[src/rtl/updn_counter_gen.sv]
// Parameterised up/down counter with parallel load, wrap or saturate at the
// boundaries, a one-cycle wrap pulse and sticky overflow/underflow flags.
module updn_counter_gen #(
  parameter int unsigned          WIDTH     = 8,
  parameter longint unsigned      MAX_COUNT = (64'd1 << WIDTH) - 64'd1,
  parameter bit                   SATURATE  = 1'b0
) (
  input  logic             clk,
  input  logic             rst,
  input  logic             en,
  input  logic             up_down,
  input  logic             load,
  input  logic [WIDTH-1:0] load_val,
  input  logic             clr_flags,
  output logic [WIDTH-1:0] count,
  output logic             at_max,
  output logic             at_min,
  output logic             wrap,
  output logic             ovf,
  output logic             udf
);

  localparam logic [WIDTH-1:0] MAX_VAL = WIDTH'(MAX_COUNT);
  localparam logic [WIDTH-1:0] ONE     = WIDTH'(1);

  logic [WIDTH-1:0] count_next;
  logic             wrap_next;
  logic             ovf_evt;
  logic             udf_evt;

  assign at_max = (count == MAX_VAL);
  assign at_min = (count == '0);

  always_comb begin
    count_next = count;
    wrap_next  = 1'b0;
    ovf_evt    = 1'b0;
    udf_evt    = 1'b0;
    if (load) begin
      // Out-of-range load values clamp so count stays inside 0..MAX_COUNT.
      count_next = (load_val > MAX_VAL) ? MAX_VAL : load_val;
    end else if (en) begin
      if (up_down) begin
        if (at_max) begin
          ovf_evt = 1'b1;
          if (!SATURATE) begin
            count_next = '0;
            wrap_next  = 1'b1;
          end
        end else begin
          count_next = count + ONE;
        end
      end else begin
        if (at_min) begin
          udf_evt = 1'b1;
          if (!SATURATE) begin
            count_next = MAX_VAL;
            wrap_next  = 1'b1;
          end
        end else begin
          count_next = count - ONE;
        end
      end
    end
  end

  always_ff @(posedge clk) begin
    if (rst) begin
      count <= '0;
      wrap  <= 1'b0;
      ovf   <= 1'b0;
      udf   <= 1'b0;
    end else begin
      count <= count_next;
      wrap  <= wrap_next;
      // A boundary event on the same edge as a clear leaves the flag set.
      ovf   <= (ovf & ~clr_flags) | ovf_evt;
      udf   <= (udf & ~clr_flags) | udf_evt;
    end
  end

endmodule

[config.mk]
export PLATFORM = sky130hd
export DESIGN_NAME = updn_counter_gen
export DESIGN_NICKNAME = d
export VERILOG_FILES = /design/src/rtl/updn_counter_gen.sv
export SDC_FILE = /design/constraint.sdc
export NUM_CORES = 1
export LEC_CHECK = 0
export CAP_MARGIN = 20
export CORE_MARGIN = 5
export CORE_UTILIZATION = 40
export CTS_CLUSTER_DIAMETER = 120
export CTS_CLUSTER_SIZE = 24
export DETAILED_ROUTE_END_ITERATION = 10
export MAX_ROUTING_LAYER = met4
export PLACE_DENSITY = 0.73
export SLEW_MARGIN = 25
export SYNTH_ARGS = -nofsm -noshare
export SYNTH_HDL_FRONTEND = slang
export SYNTH_SLANG_ARGS = --single-unit
[constraint.sdc]
create_clock -name clk -period 2.34 [get_ports clk]
set_input_delay 0.702 -clock clk [delete_from_list [all_inputs] [get_ports clk]]
set_output_delay 0.702 -clock clk [all_outputs]
set_load 0.02 [all_outputs]
==> results.sh <==
export IMPL_peakVddDrop_uv=307
export IMPL_wl_per_cell_um=15.2
export IMPL_grt_pass1_wl_um=4620
export IMPL_slowest_stage="or4b_4"
export IMPL_end_kind="output port"
export IMPL_cts_buffers=3
export IMPL_critical_path_required_ns=1.64
export IMPL_insertion_delay_ns=0.27
export IMPL_h_tree_depth=1
export IMPL_finalHoldViolCount=0
export IMPL_gp_congestion=0.923
export IMPL_drive_gt1_share_pct=23.4
export IMPL_route_detailed_drc=0
export IMPL_slew_headroom_pct=79.9
export IMPL_hold_end="ovf$_SDFF_PP0_"
export IMPL_grt_pass1_vias=1038
export IMPL_reg2regPathDepth=8
export IMPL_antenna_left=0
export IMPL_die_area_sq_mm=0.00335
export IMPL_viasPerCell=5.45
export IMPL_power_density_mw_per_mm2=438
export IMPL_worstSetupPathType="reg -> out"
export IMPL_die_width_um=57.9
export IMPL_cp_cell_sequence="inv_2, ha_4, or4b_4, nor4_4, buf_4"
export IMPL_dp_worst_setup_slack_ns=-0.243
export IMPL_wl_um=2960
export IMPL_finalWorstSetupSlack_ns=0.0217
export IMPL_fin_crit_ns=2.32
export IMPL_cts_tree="built"
export IMPL_crit_fanout=2
export IMPL_cp_arrival_ns=1.62
export IMPL_fp_dieH_um=57.9
export IMPL_path_depth=5
export IMPL_setup_viol=0
export IMPL_grt_use_total_pct=18.2
export IMPL_vias=1063
export IMPL_timing_rr_end="count[2]$_SDFFE_PP0P_"
export IMPL_cts_setup_buffers=0
export IMPL_diodes=0
export IMPL_syn_num_nets=137
export IMPL_coreArea_sq_mm=0.00221
export IMPL_outcome="completed"
export IMPL_synthCells=120
export IMPL_internal_power_mw=0.397
export IMPL_drv_slew=0
export IMPL_netlist_area_sq_um=918
export IMPL_finish_utilization_pct=62.2
export IMPL_std_cell_rows=17
export IMPL_sw_frac_of_total_pct=34.0
export IMPL_nets=185
export IMPL_io_buffers=26
export IMPL_worst_slew_pin_slew_ns=0.299
export IMPL_rrSetupSlack_ns=0.27
export IMPL_fin_total_pwr_mw=0.602
export IMPL_fin_crit_sh_pct=99.1
export IMPL_gr_total_overflow=0
export IMPL_slowest_delay_ns=0.47
export IMPL_cp_num_buf_inv=2
export IMPL_grt_setup_unrepaired="yes"
export IMPL_seqPwrFrac_pct=34.6
export IMPL_critPathTopFamily="simple AND/OR/NAND/NOR gates"
export IMPL_drt_pass1_iterations=4
export IMPL_cts_sink_count=11
export IMPL_clk_path_buf_depth=2
export IMPL_grt_start_max_net_pins=14
export IMPL_p_comb_share_pct=44.0
export IMPL_io_pins=27
export IMPL_fin_skew_ns=0.00231
export IMPL_min_delay_path_class="reg -> reg"
export IMPL_synth_cell_types=36
export IMPL_fmaxAchievable_mhz=431
export IMPL_clockPowerShare_pct=21.4
export IMPL_start_kind="flip-flop"
export IMPL_p_sw_mw=0.204
export IMPL_cts_root_buffer="clkbuf_4"
export IMPL_max_cap_violations=0
export IMPL_min_delay_start="ovf$_SDFF_PP0_"
export IMPL_syn2layout_area_growth_pct=49.7
export IMPL_initial_core_util_pct=41.5
export IMPL_cts_hold_fix_buffers=0
export IMPL_clk_pin_slew_ns=0.07
export IMPL_hold_path_depth=2
export IMPL_syn_area_per_cell_sq_um=7.65
export IMPL_antenna_found_initial=0
export IMPL_synth_warning_count=0
export IMPL_synth_seq_cells=11
export IMPL_drt_initial_drc_count=44
export IMPL_dp_hpwl_um=2230
export IMPL_p_leak_nw=0.549
export IMPL_r2r_start="count[0]$_SDFFE_PP0P_"
export IMPL_ys_seq_area_share_pct=24.0
[routing by layer]
| metal | GRT usage, % | part of all wire, % | vias up |
|---|---|---|---|
| met5 | - | 0 | - |
| met4 | 3.97 | 1.4 | 0 |
| met3 | 4.90 | 5.9 | 4 |
| met2 | 31.0 | 51 | 35 |
| met1 | 21.2 | 42 | 491 |
| li1 | - | - | 533 |
[cell usage after synthesis]
cell	instances	area share [%]
xor2_1	1	0.95
o21a_1	1	0.82
mux2i_1	1	1.1
or4b_4	1	1.5
nor3_1	6	3.3
nor4_1	4	2.7
a31oi_1	2	1.4
nand4_1	4	2.7
inv_1	8	3.3
or4_1	2	1.6
buf_2	1	0.54
and2_1	3	2.0
o21ai_0	8	4.4
buf_6	1	1.2
nand2b_1	1	0.68
nand3_1	2	1.1
nand4bb_1	1	1.2
a2bb2o_1	1	1.1
a311oi_1	2	1.9
clkbuf_1	2	0.82
or3_1	1	0.68
and3_1	3	2.0
xnor2_1	2	1.9
nand2_1	8	3.3
o41a_1	1	1.2
nor2b_1	2	1.4
ha_1	3	4.1
nor2_1	11	4.5
clkbuf_8	4	6.0
o211ai_1	5	4.1
dfxtp_1	11	24
a21oi_1	13	7.1
o31ai_1	1	0.82
nor4_4	1	2.3
or3_2	1	0.82
nor2b_4	1	1.5
[area by class of cell]
type	instances	area (sq um)
multi-input cells	93	617
flip-flops and latches	11	223
clock buffers	4	26.3
fillers	205	837
inverters	8	30.0
well taps	28	35.0
repair buffers	51	444
[cell families after synthesis]
| logic type | share of synthesized area, % |
|---|---|
| xor gates and xnor gates | 2.86 |
| AOI/OAI and AO/OA | 22.8 |
| adders and majority gates | 4.09 |
| DFF | 24.0 |
| and+or+nand+nor | 33.4 |
| muxes | 1.09 |
| buffers and inverters | 11.9 |
[per-stage QoR]
stage	cells	area, sq um	setup TNS, ns	hold slack [ns]
2_1_floorplan	120	925	0	0.544
6_report	195	1380	0	0.484
4_1_cts	195	1360	-0.0428	0.489
5_1_grt	195	1380	-0.0548	0.525
3_3_place_gp	191	1330	-0.174	0.463
3_5_place_dp	191	1330	-0.279	0.471
[sequential cells by signal (all words and copies together) (netlist names)]
register and cells:
count 8, ovf 1, udf 1, wrap 1
[cell usage in the layout, fill, tap and decap left out, types with 2 or more instances in the layout]
| cell type | netlist | routed |
|---|---|---|
| inv_1 | 8 | 6 |
| nand2_1 | 8 | 8 |
| nor4_1 | 4 | 3 |
| clkbuf_4 | 0 | 3 |
| dfxtp_2 | 0 | 2 |
| o211ai_1 | 5 | 5 |
| and3_1 | 3 | 3 |
| ha_1 | 3 | 2 |
| nor2b_1 | 2 | 2 |
| nor4_4 | 1 | 2 |
| buf_4 | 0 | 26 |
| and2_1 | 3 | 3 |
| xnor2_1 | 2 | 2 |
| a21oi_1 | 13 | 13 |
| nor3_1 | 6 | 6 |
| clkdlybuf4s50_1 | 0 | 24 |
| or4_1 | 2 | 2 |
| nand4_1 | 4 | 4 |
| nand3_1 | 2 | 2 |
| nor2_1 | 11 | 11 |
| o21ai_0 | 8 | 8 |
| inv_2 | 0 | 2 |
| a311oi_1 | 2 | 2 |
| dfxtp_1 | 11 | 9 |
| a31oi_1 | 2 | 2 |
[power groups by stage]
stage	sequential (mW)	clock, mW	combinational [mW]
2_1_floorplan	0.231	0	0.126
3_3_place_gp	0.210	0	0.249
3_5_place_dp	0.211	0	0.254
4_1_cts	0.207	0.133	0.258
5_1_grt	0.209	0.140	0.284
6_report	0.208	0.129	0.265
[worst max-delay path by stage]
| stage | start | to | slack [ns] |
|---|---|---|---|
| 5_1_grt | count[0]$_SDFFE_PP0P_ | at_min | -0.05 |
| 6_report | count[0]$_SDFFE_PP0P_ | at_min | 0.02 |
| 4_1_cts | count[1]$_SDFFE_PP0P_ | at_min | -0.04 |
| 3_3_place_gp | count[0]$_SDFFE_PP0P_ | at_min | -0.17 |
| 2_1_floorplan | count[0]$_SDFFE_PP0P_ | at_min | 0.004 |
| 3_5_place_dp | count[1]$_SDFFE_PP0P_ | at_min | -0.24 |
[timing repair]
| action | CTS | global route |
|---|---|---|
| endpoints found under the setup margin | 2 | 1 |
| gates resized for setup | 8 | 6 |
| pin swaps | 0 | 0 |
[worst register-to-register path, delay by kind of cell, from the launching register on]
kind / cells / cell delay [ns]
simple gates: 4 / 1.15
flops: 1 / 0.32
buf+inv: 2 / 0.24
compound gates: 1 / 0.15
fa+ha+maj: 1 / 0.13
Note: power is estimated with default switching activity, not from simulation.
